<file path="config.mk">
export PLATFORM = sky130hd
export DESIGN_NAME = sys_rsp_formatter
export DESIGN_NICKNAME = d
export VERILOG_FILES = /design/src/rtl/sys_ctrl_pkg.sv /design/src/rtl/sys_rsp_formatter.sv
export SDC_FILE = /design/constraint.sdc
export NUM_CORES = 1
export LEC_CHECK = 0
export BUFFER_PORTS_ARGS = -buffer_cell sky130_fd_sc_hd__buf_2
export CAP_MARGIN = 0
export CORE_ASPECT_RATIO = 2
export CORE_UTILIZATION = 49
export CTS_BUF_LIST = sky130_fd_sc_hd__clkbuf_4 sky130_fd_sc_hd__clkbuf_8
export CTS_CLUSTER_DIAMETER = 100
export DETAILED_ROUTE_END_ITERATION = 10
export HOLD_SLACK_MARGIN = 0.08
export PLACE_DENSITY = 0.85
export REMOVE_ABC_BUFFERS = 1
export SYNTH_ARGS = -nofsm -noshare
export SYNTH_HDL_FRONTEND = slang
export SYNTH_SLANG_ARGS = --single-unit
</file>
<file path="constraint.sdc">
create_clock -name CLK -period 1.7 [get_ports CLK]
set_input_delay 0.085 -clock CLK [delete_from_list [all_inputs] [get_ports CLK]]
set_output_delay 0.085 -clock CLK [all_outputs]
set_load 0.02 [all_outputs]
</file>
<file path="src/rtl/sys_ctrl_pkg.sv">
// Shared definitions for the system controller response path.
// Holds the response FSM state encoding and the frame command codes.
// The command codes double as tag bytes when SYS_RSP_TAG_EN is defined.
package sys_ctrl_pkg;

  // Response formatter states. TAG is only entered when tagging is built in.
  typedef enum logic [2:0] {
    ST_IDLE    = 3'd0,
    ST_TAG     = 3'd1,
    ST_SEND_LO = 3'd2,
    ST_SEND_HI = 3'd3,
    ST_SEND_RD = 3'd4
  } rsp_state_e;

  // Frame request codes from the host.
  localparam logic [7:0] RF_WR_CMD  = 8'hAA;
  localparam logic [7:0] RF_RD_CMD  = 8'hBB;
  localparam logic [7:0] ALU_WP_CMD = 8'hCC;
  localparam logic [7:0] ALU_NP_CMD = 8'hDD;

endpackage

</file>
<file path="src/rtl/sys_rsp_formatter.sv">
// Response formatter: serialises register-read bytes and 16-bit ALU results
// into the TX FIFO write port, one byte per cycle.
// Optional feature macro: SYS_RSP_TAG_EN (prefix each response with a tag byte).
//
// Handshake: RD_DATA_VLD / ALU_OUT_VLD are single-cycle pulses accepted only
// when the block is idle (state IDLE and BUSY low). WR_INC is a registered
// strobe; the FIFO takes WR_DATA in every cycle where WR_INC is high. The
// write launched at an edge is suppressed when FIFO_FULL is high at that
// edge, and the same byte is retried at the next edge.
module sys_rsp_formatter
  import sys_ctrl_pkg::*;
#(
  parameter int DATA_WIDTH    = 8,
  parameter int ALU_OUT_WIDTH = 16
) (
  input  logic                     CLK,
  input  logic                     RST,
  input  logic [DATA_WIDTH-1:0]    RD_DATA,
  input  logic                     RD_DATA_VLD,
  input  logic [ALU_OUT_WIDTH-1:0] ALU_OUT,
  input  logic                     ALU_OUT_VLD,
  input  logic                     FIFO_FULL,
  output logic [DATA_WIDTH-1:0]    WR_DATA,
  output logic                     WR_INC,
  output logic                     BUSY,
  output logic                     OVERRUN,
  output logic [2:0]               dbg_state
);

  rsp_state_e                 state;
  logic [ALU_OUT_WIDTH-1:0]   alu_hold;
  logic [DATA_WIDTH-1:0]      rd_hold;
  logic                       pend_rd;   // read captured alongside an ALU result
  logic                       rsp_alu;   // current response is an ALU result

  logic                       accept;
  logic [ALU_OUT_WIDTH-1:0]   cur_alu;
  logic [DATA_WIDTH-1:0]      cur_rd;
  logic                       cur_is_alu;
  logic                       cur_pend;
  rsp_state_e                 cur_state;
  rsp_state_e                 next_state;
  logic [DATA_WIDTH-1:0]      cur_byte;

  assign dbg_state = state;

  // Resolve the byte to launch this edge; on acceptance the incoming data is
  // used directly so the first byte goes out the cycle after the valid.
  always_comb begin
    accept     = (state == ST_IDLE) && !BUSY && (ALU_OUT_VLD || RD_DATA_VLD);
    cur_alu    = (accept && ALU_OUT_VLD) ? ALU_OUT : alu_hold;
    cur_rd     = (accept && RD_DATA_VLD) ? RD_DATA : rd_hold;
    cur_is_alu = accept ? ALU_OUT_VLD : rsp_alu;
    cur_pend   = accept ? (ALU_OUT_VLD && RD_DATA_VLD) : pend_rd;
    cur_state  = state;
    if (accept) begin
`ifdef SYS_RSP_TAG_EN
      cur_state = ST_TAG;
`else
      cur_state = ALU_OUT_VLD ? ST_SEND_LO : ST_SEND_RD;
`endif
    end

    cur_byte   = '0;
    next_state = ST_IDLE;
    case (cur_state)
`ifdef SYS_RSP_TAG_EN
      ST_TAG: begin
        cur_byte   = cur_is_alu ? DATA_WIDTH'(ALU_WP_CMD) : DATA_WIDTH'(RF_RD_CMD);
        next_state = cur_is_alu ? ST_SEND_LO : ST_SEND_RD;
      end
`endif
      ST_SEND_LO: begin
        cur_byte   = cur_alu[DATA_WIDTH-1:0];
        next_state = ST_SEND_HI;
      end
      ST_SEND_HI: begin
        cur_byte = cur_alu[ALU_OUT_WIDTH-1:DATA_WIDTH];
`ifdef SYS_RSP_TAG_EN
        next_state = cur_pend ? ST_TAG : ST_IDLE;
`else
        next_state = cur_pend ? ST_SEND_RD : ST_IDLE;
`endif
      end
      ST_SEND_RD: begin
        cur_byte   = cur_rd;
        next_state = ST_IDLE;
      end
      default: begin
        cur_byte   = '0;
        next_state = ST_IDLE;
      end
    endcase
  end

  // FSM, holding registers and registered FIFO write port.
  always_ff @(posedge CLK) begin
    if (!RST) begin
      state    <= ST_IDLE;
      alu_hold <= '0;
      rd_hold  <= '0;
      pend_rd  <= 1'b0;
      rsp_alu  <= 1'b0;
      WR_DATA  <= '0;
      WR_INC   <= 1'b0;
      BUSY     <= 1'b0;
      OVERRUN  <= 1'b0;
    end else begin
      // Anything arriving while busy is dropped and reported.
      OVERRUN <= BUSY && (ALU_OUT_VLD || RD_DATA_VLD);
      if (accept && ALU_OUT_VLD) alu_hold <= ALU_OUT;
      if (accept && RD_DATA_VLD) rd_hold  <= RD_DATA;

      if (cur_state != ST_IDLE) begin
        BUSY    <= 1'b1;
        WR_DATA <= cur_byte;
        if (!FIFO_FULL) begin
          WR_INC <= 1'b1;
          state  <= next_state;
          // Leaving SEND_HI hands over to the deferred read, if any.
          if (cur_state == ST_SEND_HI) begin
            pend_rd <= 1'b0;
            rsp_alu <= 1'b0;
          end else begin
            pend_rd <= cur_pend;
            rsp_alu <= cur_is_alu;
          end
        end else begin
          WR_INC  <= 1'b0;
          state   <= cur_state;
          pend_rd <= cur_pend;
          rsp_alu <= cur_is_alu;
        end
      end else begin
        WR_INC <= 1'b0;
        BUSY   <= 1'b0;
      end
    end
  end

endmodule

</file>
==> results of run 1 <==
per-stage QoR:
step           utilization (%)  setup slack [ps]  cells  power (mW)  TNS (ps)
5_1_grt                   71.9             -16.0    294        2.42     -20.6
2_1_floorplan                -             -54.1    176        1.34     -95.6
3_3_place_gp              59.5               126    258        1.50         0
6_report                  71.9              56.7    294        2.32         0
4_1_cts                   71.2              31.0    292        2.31         0
3_5_place_dp              59.5              36.6    258        1.51         0
power by group through the flow:
stage               Combinational [mW]  Sequential, mW  Clock [mW]
floorplan                        0.246            1.10           0
global placement                 0.447            1.05           0
detailed placement               0.456            1.05           0
CTS                              0.502            1.03       0.775
global route                     0.571            1.04       0.810
finish                           0.529            1.03       0.761
registers in the layout, indices dropped and copies added (netlist names):
name       count
alu_hold      16
WR_DATA        8
rd_hold        8
dbg_state      3
BUSY           1
OVERRUN        1
WR_INC         1
pend_rd        1
layer usage:
layer  global-route usage, %  vias up  wire length [microns]
met3                    6.02       13                    176
met1                    23.4      730                   1520
met2                    41.0       46                   2240
met5                       0        -                      0
met4                    12.7        0                    131
li1                        -      792                      -
what timing repair did:
item,in CTS,in global routing
hold buffers,26,0
setup buffers,0,1
resized for setup,0,3
endpoints found under the setup margin,0,3
hold endpoints to repair,26,0
cell type report:
class,instances,area [sq um]
Fill cell,252,896
Timing Repair Buffer,78,546
Clock inverter,3,43.8
Clock buffer,5,68.8
Sequential cell,39,781
Multi-Input combinational cell,134,805
Tap cell,31,38.8
Inverter,4,15.0
worst max-delay path, stage by stage, from the launching register on:
cell and delay, ps:
dfxtp_1 350, nor4_4 360, buf_4 210, nand2_4 100, mux2i_1 260, o22a_1 180
o21ai_0 80
cell usage after synthesis, drive strengths merged:
| master | instances | area (sq um) |
|---|---|---|
| o211ai | 1 | 7.51 |
| nor2 | 25 | 93.8 |
| o21ai | 17 | 92.6 |
| inv | 4 | 15.0 |
| nor4 | 1 | 21.3 |
| nor3b | 2 | 15.0 |
| nand2 | 35 | 146 |
| o21a | 1 | 7.51 |
| nand2b | 1 | 6.26 |
| o22ai | 1 | 6.26 |
| a21oi | 10 | 53.8 |
| buf | 6 | 51.3 |
| o22a | 7 | 63.8 |
| nor3 | 2 | 10.0 |
| o221ai | 1 | 8.76 |
| clkbuf | 4 | 15.0 |
| nor2b | 1 | 6.26 |
| o2bb2ai | 1 | 8.76 |
| a21o | 1 | 7.51 |
| a22oi | 7 | 52.6 |
| and2 | 1 | 7.51 |
| dfxtp | 39 | 781 |
| mux2i | 16 | 160 |
| dlygate4sd1 | 1 | 8.76 |
| nand3 | 1 | 5.00 |
| or3 | 1 | 7.51 |
kinds of logic (layout without fill, tap and decap cells):
logic type | Yosys count | count (layout) | synth area share (%)
AOI/OAI and AO/OA | 47 | 47 | 18.6
buffers and inverters | 15 | 90 | 5.43
DFF | 39 | 39 | 47.1
muxes | 16 | 16 | 9.65
and+or+nand+nor | 70 | 71 | 19.2
worst max-delay path by stage:
stage	start	end	cells past startpoint
floorplan	dbg_state[1]	WR_DATA[2]	5
global placement	dbg_state[2]	WR_DATA[2]	5
detailed placement	dbg_state[2]	WR_DATA[2]	5
CTS	dbg_state[2]	WR_DATA[2]	5
global route	BUSY	WR_DATA[3]	6
finish	BUSY	WR_DATA[3]	6
==> summary.md, run 1 <==
| Metric | Value |
|---|---|
| Outcome | `complete, no violations` |
| Yosys reg bits | `39` |
| DR vias | `~1600` |
| Min-delay src | `RD_DATA_VLD` |
| Final Max Slew Viols | `0` |
| Worst IR Drop VDD | `651 uV` |
| R2r startpoint | `BUSY` |
| I/O pins | `43` |
| Hpwl dp | `2710 microns` |
| Initial DRT Pass Iterations | `4` |
| Max clock buf depth | `2` |
| Worst r2r path cells | `6` |
| Psw | `between 600 and 700 uW` |
| CP Launch Type | `flop` |
| Post-synthesis sequential area ratio | `a little under half` |
| Core Rows | `29` |
| Layout cell share with drive strength beyond 1 | `about 28%` |
| DIE AREA | `between 3000 and 4000 sq um` |
| Maxcap violations | `0` |
| Vias in the first global route | `around 1400` |
| Area added between synthesis and finish | `38.5%` |
| Rel. slew slack | `around three quarters` |
| Worst reg2reg endpoint | `WR_DATA[3]` |
| Leading cell type in the layout, fill and taps excluded | `buf_2` |
| Post-route ant nets | `0` |
| Worst Path Required | `1870 ps` |
| Antenna violations before repair | `0` |
| Final net count | `about 290` |
| Total wire length | `4070 microns` |
| Worst Path Max Fanout | `5` |
| Sw Ratio | `between 20 and 30%` |
| Reg2Reg Setup Slack | `60 ps` |
| Routability congestion estimate | `between 0.8 and 0.9` |
| Core Region | `3190 sq um` |
| WHS Endpoint | `OVERRUN` |
| Pleak | `1.06 nW` |
| DRC | `0` |
| CTS tree | `built` |
| Synth unique cells | `32` |
| Final Setup Violations | `0` |
| Internal power | `around 1.7 mW` |
| First-pass GRT wire length | `about 6300 microns` |
| Comb pwr share | `between 20% and 30%` |
| CTS Root Buffer Type | `clkbuf_8` |
| Hold Crit Depth | `3` |
| Hold_ws | `roughly 160 ps` |
| Placed Instance Area | `roughly 1900 sq um` |
| DR vias/cell | `between 5 and 6` |
| Largest net degree at the start of global routing | `34` |
| Final clock period utilization by the worst path | `~97%` |
| Slew @ Worst Pin | `roughly 360 ps` |
| Post-layout min period | `between 1500 and 2000 ps` |
| Antenna diode count | `0` |
| Most frequent cells in the layout | `buf_2, dfxtp_1, nand2_1, dlygate4sd3_1, nor2_1` |
| Fmax | `~0.61 GHz` |
| Worst skew pair latency | `about 300 ps` |
| CP endpoint kind | `flop` |
| Avg WL per Cell | `roughly 14 microns` |
| Die width | `roughly 43 microns` |
| Clock Pin Slew Worst Setup and Hold Paths | `80 ps` |
| Die height | `84.3 microns` |
| Final Hold Fails | `0` |
| Cell Pwr Density | `slightly above 1000 nW/um^2` |
| Overall routing resource usage | `23.2%` |
| Hold/Removal Path Class | `input pin to flop` |
| Yosys warns | `0` |
| Crit Path Category | `flop to flop` |
| Clock Skews | `6.18 ps` |
| Mapped Cells | `between 150 and 200` |
| Grt total ovfl | `0` |
| Worst Path Arrival | `1820 ps` |
| Finished Cell Area | `about 2300 sq um` |
| Syn Area/Cell | `8.87 sq um` |
| Initial core utilization | `between 50% and 60%` |
| CTS H-Tree Depth | `2` |
| Clk sinks | `39` |
| Synth Cell Area | `approximately 1700 sq um` |
| Initial drt markers | `30` |
| TritonCTS Buffers | `5` |
| Clock share of power | `roughly a third` |
| Sequential power share | `between 40% and 50%` |
| PortBufs | `42` |
No activity file was read; power rests on OpenSTA's default activity.
==> inputs of run 2 (changes only) <==
- CORE_MARGIN: not set -> 3
- RECOVER_POWER: not set -> 50
==> run 2 against run 1 <==
Effect of this change:
- critical path depth fell by 1
- fmax grew 0.14%
- sequential power about the same
- final cell count down 1.4%
- flip-flop and latch count stayed put
- setup slack improved by 2.4 ps
- hold slack got worse by 79 ps
- largest cell class unchanged
==> summary.md, run 2 (synthesis results as in run 1) <==
| Metric | Value |
|---|---|
| DR vias/cell | `5.26` |
| CP Launch Type | `flop` |
| Leading cell type in the layout, fill and taps excluded | `dfxtp_1` |
| Reg2Reg Setup Slack | `60 ps` |
| Final Max Slew Viols | `0` |
| Critical path, cell by cell | `nor4_4, nand2_4, mux2i_1, o22a_1, o21ai_0` |
| Maxcap violations | `0` |
| Antenna violations before repair | `0` |
| Avg WL per Cell | `14.5 microns` |
| Cell Pwr Density | `1020 nW/um^2` |
| Most frequent cells in the layout | `dfxtp_1, nand2_1, buf_2, nor2_1, dlygate4sd3_1` |
| Antenna diode count | `0` |
| RSZ-0062 raised after global routing | `no` |
| Hold/Removal Path Class | `input pin to flop` |
| DRC | `0` |
| Post-layout min period | `1640 ps` |
| Top Registers | `alu_hold (16), WR_DATA (8), rd_hold (8)` |
| Clk sinks | `39` |
| CP endpoint kind | `flop` |
| Layout cell share with drive strength beyond 1 | `about 22%` |
| Worst Path Required | `1870 ps` |
| Routability congestion estimate | `~0.82` |
| I/O pins | `43` |
| First-pass GRT wire length | `just under 7000 microns` |
| Clock Pin Slew Worst Setup and Hold Paths | `about 80 ps` |
| DIE AREA | `4160 sq um` |
| Total power | `between 2 and 2.5 mW` |
| PortBufs | `42` |
| Vias in the first global route | `between 1500 and 2000` |
| Crit Path Category | `flop to flop` |
| Worst Path Arrival | `~1800 ps` |
| Overall routing resource usage | `between 20% and 30%` |
| TritonCTS Buffers | `5` |
| Area added between synthesis and finish | `34.8%` |
| Final net count | `approximately 290` |
| Core Rows | `29` |
| Max FFs per register | `16` |
| Total wire length | `approximately 4200 microns` |
| Grt total ovfl | `0` |
| Rel. slew slack | `73.7%` |
| DR vias | `between 1500 and 2000` |
| Initial DRT Pass Iterations | `4` |
| Hpwl dp | `about 2800 microns` |
| Fillers | `between 200 and 300` |
| Slowest-stage cell, CP | `nor4_4` |
| Initial drt markers | `36` |
| Die width | `approximately 47 microns` |
| CTS tree | `built` |
| Max clock buf depth | `2` |
| Outcome | `complete, no violations` |
| Initial core utilization | `slightly above 50%` |
| Worst IR Drop VDD | `866 uV` |
| CTS Root Buffer Type | `clkbuf_8` |
| Worst Path Max Fanout | `9` |
| Final Hold Fails | `0` |
| Die height | `roughly 88 microns` |
| Finished Cell Area | `between 2000 and 2500 sq um` |
| Pleak | `roughly 1 nW` |
| Final Setup Violations | `0` |
| Post-route ant nets | `0` |
| Fmax | `between 0.6 and 0.7 GHz` |
| CTS H-Tree Depth | `2` |
| Clock Skews | `approximately 11 ps` |
| Final clock period utilization by the worst path | `between 90% and 100%` |
| Largest net degree at the start of global routing | `34` |
| Slew @ Worst Pin | `391 ps` |
| Top reg by flops | `alu_hold` |
| Core Region | `around 3200 sq um` |
| Placed Instance Area | `between 1500 and 2000 sq um` |
| Worst skew pair latency | `~290 ps` |
| Largest stage delay on the critical path | `around 430 ps` |
==> run 2: power by group <==
group	internal [mW]	total [mW]	switching, mW
Sequential	0.994	1.03	0.0398
Clock	0.437	0.755	0.319
Combinational	0.217	0.501	0.285
Total	1.65	2.29	0.643
==> run 2: routing by layer <==
layer	part of all wire, %	GRT usage [%]	wire length (microns)
met3	4.0	5.70	170
met2	57	42.6	2410
met4	4.0	13.4	169
met1	34	19.6	1450
met5	0	0	0
==> run 2: final timing paths <==
path / startpoint / endpoint / cells past startpoint
max: BUSY / WR_DATA[0] / 5
min reg2reg: alu_hold[3] / alu_hold[3] / 2
min: RD_DATA[4] / rd_hold[4] / 3
max reg2reg: BUSY / WR_DATA[0] / 5
==> run 2: through the flow <==
stage	std cells	hold WS, ps	worst slack (ps)	TNS (ps)	utilization, %
final	290	80.0	59.0	0	70.1
after CTS	289	83.6	63.9	0	70.3
after floorplan	176	157	-54.1	-95.6	-
after global placement	257	330	118	0	59.3
after global routing	290	102	1.63	0	70.1
after detailed placement	257	332	68.9	0	59.3
==> run 2: critical path, delay by kind of cell (launching register included) <==
family / cells / cell delay [ps]
DFF: 1 / 340
AOI/OAI and AO/OA: 2 / 270
muxes: 1 / 290
and+or+nand+nor: 2 / 630
==> run 2: timing repair <==
item / in CTS / in global routing
setup buffers: 0 / 1
setup endpoints to repair: 0 / 5
endpoints found under the hold margin: 24 / 0
gates resized for setup: 0 / 1
hold buffers: 24 / 0
==> run 2: cell type report <==
type                       count  area, sq um  share of cell area (%)
clock buffer                   5         68.8                    3.08
clock inverter                 3         43.8                    1.96
inverter                       4         15.0                   0.671
multi-input combinational    133          791                    35.3
sequential                    39          781                    34.9
tap                           31         38.8                    1.73
timing repair buffer          75          499                    22.3
==> inputs of run 3 (changes only) <==
- CORE_UTILIZATION: 49 -> 28
- PLACE_DENSITY: 0.85 -> not set
- PLACE_DENSITY_LB_ADDON: not set -> 0.25
==> run 3 against run 2 <==
Effect of this change:
- clock power up 8.2%
- combinational power up 3%
- hold slack better by 36 ps
- fmax up 4.9%
- clock-buffer cell count up 1
- critical endpoint is now WR_DATA[2]
- largest cell class unchanged
==> summary.md, run 3 (synthesis results as in run 1) <==
| Metric | Value |
|---|---|
| Outcome | `complete, no violations` |
| Psw | `around 670 uW` |
| Post-route ant nets | `0` |
| CTS Root Buffer Type | `clkbuf_8` |
| Hpwl dp | `roughly 3200 microns` |
| Overall routing resource usage | `13.9%` |
| Largest stage delay on the critical path | `between 300 and 400 ps` |
| Max FFs per register | `16` |
| Most frequent cells in the layout | `dfxtp_1, nand2_1, buf_2, dlygate4sd3_1, nor2_1` |
| Total wire length | `4420 microns` |
| Top reg by flops | `alu_hold` |
| DRC | `0` |
| Max clock buf depth | `2` |
| CP startpoint | `BUSY` |
| Final Max Slew Viols | `0` |
| Worst Path Max Fanout | `10` |
| Fmax | `0.639 GHz` |
| Top Registers | `alu_hold (16), WR_DATA (8), rd_hold (8)` |
| Worst IR Drop VDD | `approximately 690 uV` |
| Final Setup Violations | `0` |
| Avg WL per Cell | `13.6 microns` |
| Worst Path Required | `1900 ps` |
| Post-layout min period | `roughly 1600 ps` |
| R2r startpoint | `BUSY` |
| Core Region | `5710 sq um` |
| Total negative slack | `0 ps` |
| Slowest-stage cell, CP | `dfxtp_1` |
| Sequential power share | `approximately 44%` |
| TritonCTS Buffers | `5` |
| Footprint of the multi-input gates | `between 700 and 800 sq um` |
| Routability congestion estimate | `between 0.7 and 0.8` |
| Comb pwr share | `21.9%` |
| CTS H-Tree Depth | `2` |
| Sw Ratio | `~28%` |
| I/O pins | `43` |
| DR vias/cell | `4.64` |
| Antenna violations before repair | `0` |
| Hold_ws | `between 100 and 150 ps` |
| Vias in the first global route | `roughly 1500` |
| Final Hold Fails | `0` |
| PortBufs | `42` |
| Family with the most delay on the worst path | `simple AND/OR/NAND/NOR gates` |
| Pleak | `about 1.0 nW` |
| Die width | `approximately 60 microns` |
| Clock Skews | `3.82 ps` |
| Initial core utilization | `between 20% and 30%` |
| Cell Pwr Density | `just over 1000 nW/um^2` |
| Leading cell type in the layout, fill and taps excluded | `dfxtp_1` |
| Core Rows | `39` |
| First-pass GRT wire length | `about 7200 microns` |
| Slew @ Worst Pin | `roughly 370 ps` |
| Fillers | `between 500 and 600` |
| CP endpoint kind | `flop` |
| Critical path, cell by cell | `nor4_4, buf_4, nand2_4, mux2i_1, o221ai_1, a21o_1` |
| Worst skew pair latency | `roughly 300 ps` |
| CTS tree | `built` |
| Largest net degree at the start of global routing | `34` |
| CP Launch Type | `flop` |
| Maxcap violations | `0` |
| Min-delay src | `RD_DATA_VLD` |
| Clock Pin Slew Worst Setup and Hold Paths | `70 ps` |
| Antenna diode count | `0` |
| Register area | `a little under 800 sq um` |
| Critical path buffers and inverters | `1` |
| Rel. slew slack | `roughly three quarters` |
| Internal power | `about 1.7 mW` |
| RSZ-0062 raised after global routing | `no` |
| Worst Path Arrival | `about 1800 ps` |
| Final net count | `~290` |
| PostCTS Resize Cnt | `0` |
| Area added between synthesis and finish | `39.4%` |
| Die height | `approximately 110 microns` |
| DIE AREA | `a little under 7000 sq um` |
| Initial drt markers | `33` |
| Hold/Removal Path Class | `input pin to flop` |
| Clock share of power | `roughly 35%` |
| Layout cell share with drive strength beyond 1 | `22.0%` |
| DR vias | `1508` |
| Initial DRT Pass Iterations | `4` |
| Grt total ovfl | `0` |
| Crit Path Category | `flop to flop` |
| Final clock period utilization by the worst path | `between 90% and 100%` |
| Clk sinks | `39` |
run 3: changes by cell type in the layout (fill, tap and decap cells not counted):
cell           delta
clkbuf_1          +1
clkinv_4          -1
dlygate4sd3_1     +2
clkbuf_8          +1
buf_2             +1
buf_4             +1
nor2_2            -1
nor2_1            +1
run 3: per-layer routing:
layer | routed length, microns | vias to the layer above | track usage [%]
li1 | - | 794 | -
met1 | 1740 | 677 | 14.4
met2 | 2400 | 30 | 24.9
met3 | 176 | 7 | 3.48
met4 | 105 | 0 | 7.09
met5 | 0 | - | 0
run 3: final timing paths:
| path | to | slack, ps | cells after the start |
|---|---|---|---|
| setup / recovery | WR_DATA[2] | 140 | 6 |
| hold / removal | OVERRUN | 120 | 3 |
| setup reg to reg | WR_DATA[2] | 140 | 6 |
| hold reg to reg | alu_hold[3] | 460 | 2 |
run 3: area by class of cell:
| cell class | count | share of cell area [%] |
|---|---|---|
| Timing Repair Buffer | 80 | 23.1 |
| Clock inverter | 2 | 1.51 |
| Tap cell | 61 | 3.30 |
| Clock buffer | 6 | 3.57 |
| Sequential cell | 39 | 33.7 |
| Multi-Input combinational cell | 133 | 34.1 |
| Inverter | 4 | 0.649 |
run 3: stage by stage:
step | cell area [sq um] | worst slack, ps | power, mW | std cells | utilization [%]
finish | 2310 | 136 | 2.37 | 325 | 40.5
global route | 2310 | 45.3 | 2.48 | 325 | 40.5
CTS | 2330 | 33.2 | 2.40 | 324 | 40.8
detailed placement | 1950 | 42.6 | 1.54 | 290 | 34.2
global placement | 1950 | 105 | 1.53 | 290 | 34.2
floorplan | 1580 | -54.1 | 1.34 | 176 | -
run 3: tightest hold or removal path, stage by stage:
cell and delay (ps):
buf_2 140, nor2_1 70, nor2_1 90
run 3: power by group through the flow:
stage / Clock (mW) / Sequential (mW) / Combinational [mW]
after global routing: 0.867 / 1.04 / 0.577
after floorplan: 0 / 1.10 / 0.246
final: 0.817 / 1.03 / 0.518
after detailed placement: 0 / 1.05 / 0.483
after CTS: 0.843 / 1.03 / 0.529
after global placement: 0 / 1.05 / 0.477
run 3: repair_timing:
item | CTS | global route
setup buffers | 0 | 1
hold buffers | 26 | 0
endpoints found under the setup margin | 0 | 8
hold endpoints to repair | 26 | 0
